<file path="src/rtl/user_la_value_port.sv">
// LA-bus controlled 16-bit value register with 2-bit status, driven onto user pads.
// Optional macro LA_READBACK_EN registers value/status/strobe back onto la_data_out.
module user_la_value_port #(
    parameter int IO_BASE    = 20,
    parameter int STROBE_BIT = 18
) (
    input  logic         wb_clk_i,
    input  logic         wb_rst_i,
    input  logic [127:0] la_data_in,
    input  logic [127:0] la_oenb,
    output logic [127:0] la_data_out,
    input  logic [37:0]  io_in,
    output logic [37:0]  io_out,
    output logic [37:0]  io_oeb
);

    localparam logic [1:0] OP_LOAD  = 2'b00;
    localparam logic [1:0] OP_INC   = 2'b01;
    localparam logic [1:0] OP_DEC   = 2'b10;
    localparam logic [1:0] OP_CLEAR = 2'b11;

    localparam logic [1:0] ST_OK       = 2'b00;
    localparam logic [1:0] ST_OVERFLOW = 2'b01;
    localparam logic [1:0] ST_BAD_DIR  = 2'b10;

    logic [15:0] value;
    logic [1:0]  status;
    logic        strobe_q;

    logic        strobe;
    logic        fire;
    logic        dir_ok;
    logic [15:0] operand;
    logic [1:0]  opcode;
    logic [15:0] value_next;
    logic [1:0]  status_next;

    logic unused_inputs;
    assign unused_inputs = ^{io_in, la_data_in, la_oenb};

    assign strobe  = la_data_in[STROBE_BIT];
    assign fire    = strobe & ~strobe_q;
    assign dir_ok  = (la_oenb[STROBE_BIT:0] == '0);
    assign operand = la_data_in[15:0];
    assign opcode  = la_data_in[17:16];

    always_comb begin
        value_next  = value;
        status_next = status;
        if (fire) begin
            if (!dir_ok) begin
                status_next = ST_BAD_DIR;
            end else begin
                unique case (opcode)
                    OP_LOAD: begin
                        value_next  = operand;
                        status_next = ST_OK;
                    end
                    OP_INC: begin
                        value_next  = value + 16'd1;
                        status_next = (value == 16'hFFFF) ? ST_OVERFLOW : ST_OK;
                    end
                    OP_DEC: begin
                        value_next  = value - 16'd1;
                        status_next = (value == 16'h0000) ? ST_OVERFLOW : ST_OK;
                    end
                    OP_CLEAR: begin
                        value_next  = 16'h0000;
                        status_next = ST_OK;
                    end
                    default: begin
                        value_next  = value;
                        status_next = status;
                    end
                endcase
            end
        end
    end

    // Reset has priority, so a strobe landing on a reset edge is dropped.
    always_ff @(posedge wb_clk_i) begin
        if (wb_rst_i) begin
            value    <= 16'h0000;
            status   <= ST_OK;
            strobe_q <= 1'b0;
        end else begin
            value    <= value_next;
            status   <= status_next;
            strobe_q <= strobe;
        end
    end

    always_comb begin
        io_out                     = '0;
        io_out[IO_BASE +: 16]      = value;
        io_out[IO_BASE + 16 +: 2]  = status;
        io_oeb                     = '1;
        io_oeb[IO_BASE +: 18]      = '0;
    end

`ifdef LA_READBACK_EN
    always_ff @(posedge wb_clk_i) begin
        if (wb_rst_i) begin
            la_data_out <= '0;
        end else begin
            la_data_out <= {109'd0, strobe_q, status, value};
        end
    end
`else
    assign la_data_out = '0;
`endif

endmodule

</file>
<file path="config.mk">
export PLATFORM = sky130hd
export DESIGN_NAME = user_la_value_port
export DESIGN_NICKNAME = d
export VERILOG_FILES = /design/src/rtl/user_la_value_port.sv
export SDC_FILE = /design/constraint.sdc
export NUM_CORES = 1
export LEC_CHECK = 0
export ABC_CLOCK_PERIOD_IN_PS = 4200
export CORE_AREA = 2 2 196 198
export DETAILED_ROUTE_END_ITERATION = 6
export DIE_AREA = 0 0 198 200
export GPL_ROUTABILITY_DRIVEN = 0
export SYNTH_ARGS = -nofsm -noshare
export SYNTH_HDL_FRONTEND = slang
export SYNTH_SLANG_ARGS = --single-unit
export TNS_END_PERCENT = 5
</file>
<file path="constraint.sdc">
create_clock -name wb_clk_i -period 4.2 [get_ports wb_clk_i]
set_input_delay 0.63 -clock wb_clk_i [delete_from_list [all_inputs] [get_ports wb_clk_i]]
set_output_delay 0.63 -clock wb_clk_i [all_outputs]
set_load 0.01 [all_outputs]
</file>
* After elaboration in Yosys (flattened, before gate mapping) *
Cells that the tools add are included.

operators by class
  muxes and demuxes = 5
  reductions and logical operators = 5
  equal/unequal tests = 4
  bitwise logic cells = 2
  add/sub/neg operators = 2

operator list
  operator                                            count
  case mux 16 bit (4 select lines)                    1
  zero test 19 bit                                    1
  adder 16 x 1 -> 16 bit, second input constant       1
  == test 16 bit, second input constant               1
  zero test 16 bit                                    1
  subtractor 16 x 1 -> 16 bit, second input constant  1
  case mux 2 bit (3 select lines)                     1
  == test 2 bit, second input constant                2
  == test 2 x 1 -> 1 bit, second input constant       1
  zero test 2 bit                                     1
  2-to-1 mux 1 bit                                    2
  2-to-1 mux 2 bit                                    1
  AND reduction 2 bit                                 1
  OR reduction 2 bit                                  1
  AND 1 bit                                           1
  NOT 1 bit                                           1

word-level totals
  bits of input ports = 296
  register bits after elaboration = 19
  output and inout port bits = 204
  word-level logic and storage cells = 21

* Longest topological paths before layout *
Gate-level depths: netlist (run 1).

  depth in word-level cells = 4
  gate-level depth with buffers = 14
  depth with buffers taken out = 10

* Least setup slack after synthesis (run 1) *
OpenSTA, ideal clock, no wires.

  path kind = input-to-reg
  start = in la_data_in[16]
  end = reg value[8]
  buffers on the path = 4
  cell stages on the path = 14
  data required time = 4.075 ns
  arrival time = 3.164 ns
  library setup time = 0.125 ns
  slack = 0.911 ns
  cells stage by stage = inv_1 ha_1 buf_6 buf_4 buf_6 buf_4 xor2_1 ha_1 or3_2 a21oi_2 nor3_1 o22ai_1 mux2_2 o2bb2ai_1

on the way
  longest elaborated chain between the ends = 2
  elaborated cells between the ends (all ways) = 5
  those cells by class = 3 x eq/ne; 1 x mux; 1 x reduce/logical

ends and longest elaborated chain
  what                                         RTL line  text
  from (decl)                                  9         input logic [127:0] la_data_in,
  == test 2 bit, or another cell as far along  54        unique case (opcode)
  case mux 16 bit (4 select lines) *           54
  to (signal assigned)                         87        value <= value_next;
  to (decl)                                    26        logic [15:0] value;

Every way passes the cells marked *; elsewhere a longest branch is shown, timed or not.
A chain may end at the register's enable or synchronous reset.

* Final worst setup path (run 1) *
  start = in la_data_in[16]
  end = reg value[7]

The elaborated chain is that of the path after synthesis.

==> reports/results.ini, run 1 <==
[clock_network]
ctsLongestPathBuffers = 2
cts_buffers = 3
hold_buffers = 0
cts_max_level = 1
cts_repair_resize_count = 0
tritoncts = built
cts_setup_buffers = 0
clock-sinks = 19
cts-root-buf = clkbuf_16
cts.clk_slew.worst_paths_ps = 70
clk_latency_ps = 270

[drt]
firstDrtPassIters = 4
ant_nets = 0
drcViolationCount = 0
wl_per_cell_um = 9.47
wirelength_um = 9810
vias = 2920
drt_iter0_drc = 305
avgViaCountPerCell = 2.82

[worst_hold_path]
min-delay-start = status[0]$_SDFFE_PP0P_
hold_path.class = register to register
hold-path-cell-count = 2
min_to = status[0]$_SDFFE_PP0P_

[cells_and_area]
drive_gt1_share_pct = 4.78
final_nets = 826
nFillCells = 4316
synthToLayoutAreaGrowth_pct = 12.9

[global_routing]
grt_pass1_vias = 2336
gr-total-overflow = 0
antenna_found_initial = 4
grt_max_degree = 52
grt_usage_pct = 4.62
grt_pass1_wl_um = 13800

[floorplanning]
core_um2 = 37400
ios = 500
start_util_pct = 9.65
die_h_um = 200
fp-row-count = 71
die_w_um = 198
die_area_um2 = 39600

[critical_path]
critical_path.top_delay_family = buffers and inverters
cp.buffers_inverters = 3
start_kind = primary input
cp_slowest_cell = o21ai_0
r2r-start = value[1]$_SDFFE_PP0P_
crit_type = primary input to register
cp_max_fo = 51
r2r-end = value[10]$_SDFFE_PP0P_
cp_cell_sequence = clkdlybuf4s50_1 > inv_1 > ha_1 > buf_4 > nor3b_2 > a32oi_1 > o21ai_0 > xnor2_1 > a221oi_1 > nor3_1
r2r_cells = 8
crit_required_ps = 4350
arrival_ps = 3360
r2r_slack_ps = 1610
cp-end-kind = register
max_stage_delay_ps = 490

[place]
hpwlAfterDp_um = 7790
port_buffers = 57
place_ws_ps = 750

[synth]
synthCells = 489
ys_types = 63
synth-edff-count = 0
ys_async_sr_fraction_pct = 0
yosysWarningCount = 0
avgSynthCellArea_um2 = 7.38
ys_ff_latch = 19
synth_flop_cell = dfxtp_1
syn-cell-area_um2 = 3610
ys_seq_area_share_pct = 10.5

[pwr]
irDropWorstVdd_uv = 121
power_density_nw_per_um2 = 144
p_leak_nw = 1.59

[sta]
fin_crit_sh_pct = 76.4
slew_violations = 0
tightestPinTransition_ps = 767
rsz0062_at_grt = no
setup_violations = 0
fin_crit_ps = 3210
fin_ws_ps = 991
skew_ps = 5.36
setup-tns-final_ps = 0
slew-limit-headroom_pct = 48.9
max_freq_ghz = 0.312
hold_viol_final = 0

[status]
status = complete, no violations

[run]
maxCapViolations = 0

-- area by class of cell --
| class | instances | area, um^2 | share of cell area [%] |
|---|---|---|---|
| Antenna cell | 1 | 2.50 | 0.0614 |
| Timing Repair Buffer | 63 | 616 | 15.1 |
| Sequential cell | 19 | 380 | 9.34 |
| Multi-Input combinational cell | 431 | 2330 | 57.3 |
| Tap cell | 511 | 639 | 15.7 |
| Clock buffer | 3 | 75.1 | 1.84 |
| Clock inverter | 1 | 5.00 | 0.123 |
| Inverter | 6 | 22.5 | 0.553 |
-- cell usage after synthesis (8+ instances only) --
cell type / instances / area share [%]
nor3_1: 11 / 1.5
nor4_1: 9 / 1.6
nand3_1: 8 / 1.1
buf_2: 10 / 1.4
dfxtp_1: 19 / 11
nor2_1: 30 / 3.1
clkbuf_1: 12 / 1.2
o21ai_0: 14 / 1.9
xor2_1: 9 / 2.2
xnor2_1: 9 / 2.2
buf_4: 188 / 39
a21oi_1: 17 / 2.4
nand2_1: 25 / 2.6
-- per-layer routing --
layer	GRT usage [%]	wire [um]	vias to the layer above
met5	0	34	-
li1	-	-	1379
met3	1.80	1080	8
met2	7.25	4500	190
met1	6.04	4110	1337
met4	0.808	77	6
-- flip-flops by register name (all words and copies together), names as in the netlist --
signal,cells
status,2
value,16
strobe_q,1
-- worst min-delay path: cells and delay by family, from the launching register on --
| kind | cells | cell delay [ps] |
|---|---|---|
| AOI/OAI and AO/OA | 1 | 50 |
| DFF | 1 | 310 |
| and+or+nand+nor | 1 | 60 |
-- worst max path at each step --
stage,start,endpoint,slack [ps],cells past startpoint
final,la_data_in[16],value[7]$_SDFFE_PP0P_,990,10
after floorplan,la_data_in[16],value[8]$_SDFFE_PP0P_,910,14
after global routing,la_data_in[16],value[7]$_SDFFE_PP0P_,760,10
after CTS,la_data_in[16],value[7]$_SDFFE_PP0P_,1030,10
after global placement,la_data_in[16],value[7]$_SDFFE_PP0P_,810,10
after detailed placement,la_data_in[16],value[10]$_SDFFE_PP0P_,750,10
-- cell usage in the layout, fill, tap and decap left out, types with 4 or more instances in the layout --
master	n
ha_1	6
inv_1	6
xnor2_1	9
o211ai_1	4
nand3_1	8
nand2_1	25
xor2_1	9
conb_1	186
nand4_1	6
a31oi_1	5
buf_4	6
nor4_1	9
o21ai_0	14
dfxtp_1	19
o31a_1	4
and3_1	4
a221oi_1	5
nor3_1	11
clkdlybuf4s50_1	57
nor2b_1	6
nor2_1	30
nand2b_1	6
a211oi_1	4
a21oi_1	17
and4b_1	5
-- metrics by stage --
| stage | hold WS, ps | area [um^2] | total power, W | utilization (%) | cells |
|---|---|---|---|---|---|
| after global placement | 460 | 3990 | 0.000369 | 10.7 | 1030 |
| after floorplan | 490 | 4300 | 0.000444 | - | 673 |
| final | 478 | 4070 | 0.000586 | 10.9 | 1035 |
| after detailed placement | 466 | 3990 | 0.000370 | 10.7 | 1030 |
| after global routing | 518 | 4070 | 0.000628 | 10.9 | 1034 |
| after CTS | 483 | 4070 | 0.000596 | 10.9 | 1034 |
-- power breakdown --
group / switching [W] / total [W] / internal (W)
sequential: 0.000000625 / 0.000182 / 0.000181
clock: 0.0000873 / 0.000216 / 0.000128
combinational: 0.000131 / 0.000188 / 0.0000572
total: 0.000219 / 0.000586 / 0.000367
-- cell families after synthesis --
family,share of synthesized area [%]
buffers and inverters,43.9
DFF,10.5
muxes,1.46
AOI/OAI and AO/OA,18.4
adders and majority gates,2.08
other,0.208
xor gates and xnor gates,4.37
and+or+nand+nor,19.0
Note: power is estimated with default switching activity, not from simulation.
==> run 2, diff against run 1 <==
- ABC_CLOCK_PERIOD_IN_PS: 4200 -> 2800
- CORE_AREA: 2 2 196 198 -> 2 2 193 195
- DIE_AREA: 0 0 198 200 -> 0 0 195 197
- clock period: 4.2 -> 2.8 ns (I/O delays scaled with it)
==> run 2 against run 1 <==
Routed wire length is 3.1% higher; global-route usage is 0.22 points higher; register-to-register slack worse by 1000 ps; critical path depth is 1 higher; combinational power is 60% higher; sequential share of layout area is 0.37 points lower; flip-flop and latch count stayed put; clock power is 54% higher; critical endpoint is now value[8]$_SDFFE_PP0P_; non-clock buffer count is 23 higher; worst setup slack worse by 850 ps; core utilization is 0.81 points higher; count of clock-buffer cells in the layout stayed put.
==> reports/results.ini, run 2 (synthesis results as in run 1) <==
[cells_and_area]
largest_reg_flops = 16  ; unchanged
final_common_cell = conb_1
drive_gt1_share_pct = 9.89  ; +5.1 points
final_nets = 849  ; +2.8%
top_regs = value: 16 flops, status: 2 flops, strobe_q: 1 flops
final_cell_mix = conb_1 (186), clkdlybuf4s50_1 (56), nor2_1 (30)
largest_register = value
synthToLayoutAreaGrowth_pct = 17.6
n_antenna_cell = 0  ; -1

[drt]
drcViolationCount = 0  ; unchanged
drt_iter0_drc = 218  ; -29%
vias = 2978  ; +2.0%
firstDrtPassIters = 5  ; +1
wl_per_cell_um = 9.97  ; +5.3%
avgViaCountPerCell = 2.94  ; +4.1%
ant_nets = 0  ; unchanged
wirelength_um = 10100  ; +3.1%

[critical_path]
crit_type = primary input to register
cp_cell_sequence = clkdlybuf4s50_1 > inv_2 > ha_4 > xor2_1 > ha_2 > or3_4 > a21oi_4 > nor3_2 > o22ai_1 > mux2_2 > o2bb2ai_1
cp_slowest_cell = clkdlybuf4s50_1
max_stage_delay_ps = 500  ; about the same
crit_required_ps = 2950  ; -1400 ps
start_kind = primary input
cp-end-kind = register
cp_max_fo = 5  ; -90%
arrival_ps = 2810  ; -550 ps

[floorplanning]
die_w_um = 195  ; -1.5%
core_um2 = 36300  ; -3.0%
start_util_pct = 9.95  ; +0.30 points
ios = 500  ; unchanged
die_area_um2 = 38400  ; -3.0%
die_h_um = 197  ; -1.5%
fp-row-count = 70  ; -1.4%

[sta]
fin_crit_sh_pct = 94.9
fin_crit_ps = 2660
max_freq_ghz = 0.376
rsz0062_at_grt = no
fin_ws_ps = 142  ; -850 ps
skew_ps = 10.8  ; +5.46 ps
hold_viol_final = 0  ; unchanged
setup_violations = 0  ; unchanged
tightestPinTransition_ps = 691  ; -75.9 ps
slew_violations = 0  ; unchanged
slew-limit-headroom_pct = 53.9  ; +5.0 points
whs_ps = 503  ; +25.7 ps

[pwr]
power_density_nw_per_um2 = 214  ; +49%
p_leak_nw = 1.72  ; +8.1%
irDropWorstVdd_uv = 220  ; +82%
p_total_w = 0.000907  ; +55%

[clock_network]
tritoncts = built
hold_buffers = 0  ; unchanged
clk_latency_ps = 270  ; about the same
cts_setup_buffers = 0  ; unchanged
clock-sinks = 19  ; unchanged
cts-root-buf = clkbuf_16
cts_buffers = 3  ; unchanged
ctsLongestPathBuffers = 2  ; unchanged
cts.clk_slew.worst_paths_ps = 70  ; about the same
cts_max_level = 1  ; unchanged

[worst_hold_path]
hold_path.class = register to register

[place]
port_buffers = 57  ; unchanged
hpwlAfterDp_um = 8130  ; +4.3%
place_ws_ps = -176  ; -925 ps

[global_routing]
gr-total-overflow = 0  ; unchanged
antenna_found_initial = 1  ; -3
grt_pass1_wl_um = 14200  ; +2.8%
grt_pass1_vias = 2415  ; +3.4%
grt_usage_pct = 4.84  ; +0.22 points
grt_max_degree = 29  ; -44%

[status]
status = complete, no violations

[run]
maxCapViolations = 0  ; unchanged

-- run 2: critical path: cells and delay by family --
family / cells / cell delay [ps]
buffers and inverters: 2 / 560
AOI/OAI and AO/OA: 3 / 560
and+or+nand+nor: 2 / 420
muxes: 1 / 360
adders and majority gates: 2 / 340
xor gates and xnor gates: 1 / 140
-- run 2: per-stage QoR --
stage | setup TNS [ps] | instances | instance area, um^2 | util (%)
final | 0 | 1014 | 4240 | 11.7
after global routing | 0 | 1014 | 4240 | 11.7
after CTS | 0 | 1014 | 4230 | 11.7
after detailed placement | -933 | 1010 | 4150 | 11.4
after global placement | -575 | 1010 | 4150 | 11.4
after floorplan | 0 | 673 | 4340 | -
-- run 2: repair_timing --
action	in CTS	in global routing
endpoints found under the setup margin	0	1
endpoints found under the hold margin	0	0
gates resized for setup	0	2
-- run 2: where the power goes --
group | total (W) | internal [W] | switching, W
sequential | 0.000273 | 0.000272 | 0.000000893
combinational | 0.000301 | 0.000100 | 0.000201
clock | 0.000333 | 0.000193 | 0.000140
total | 0.000907 | 0.000565 | 0.000342
-- run 2: path summary, 6_finish.rpt --
kind | cells past startpoint | slack [ps] | end | start
worst min-delay path | 2 | 500 | status[1]$_SDFFE_PP0P_ | status[1]$_SDFFE_PP0P_
worst max register to register | 8 | 590 | value[12]$_SDFFE_PP0P_ | value[0]$_SDFFE_PP0P_
worst min register to register | 2 | 500 | status[1]$_SDFFE_PP0P_ | status[1]$_SDFFE_PP0P_
worst max-delay path | 11 | 140 | value[8]$_SDFFE_PP0P_ | la_data_in[16]
-- run 2: area by class of cell --
type,count,area (um^2)
Inverter,6,22.5
Clock inverter,1,5.00
Sequential cell,19,380
Fill cell,4240,32000
Multi-Input combinational cell,431,2380
Timing Repair Buffer,86,791
Clock buffer,3,75.1
Tap cell,468,586
-- run 2: per-layer routing --
layer | global-route usage, % | routed length (um) | up-vias
met2 | 8.25 | 4880 | 191
met3 | 1.49 | 900 | 16
met5 | 0 | 16 | -
met1 | 6.03 | 4180 | 1347
li1 | - | - | 1422
met4 | 0.876 | 140 | 2
==> run 3, diff against run 2 <==
- SLEW_MARGIN: not set -> 40
==> results of run 3 <==
No change in the layout: final DEF, timing and power equal those of run 2.
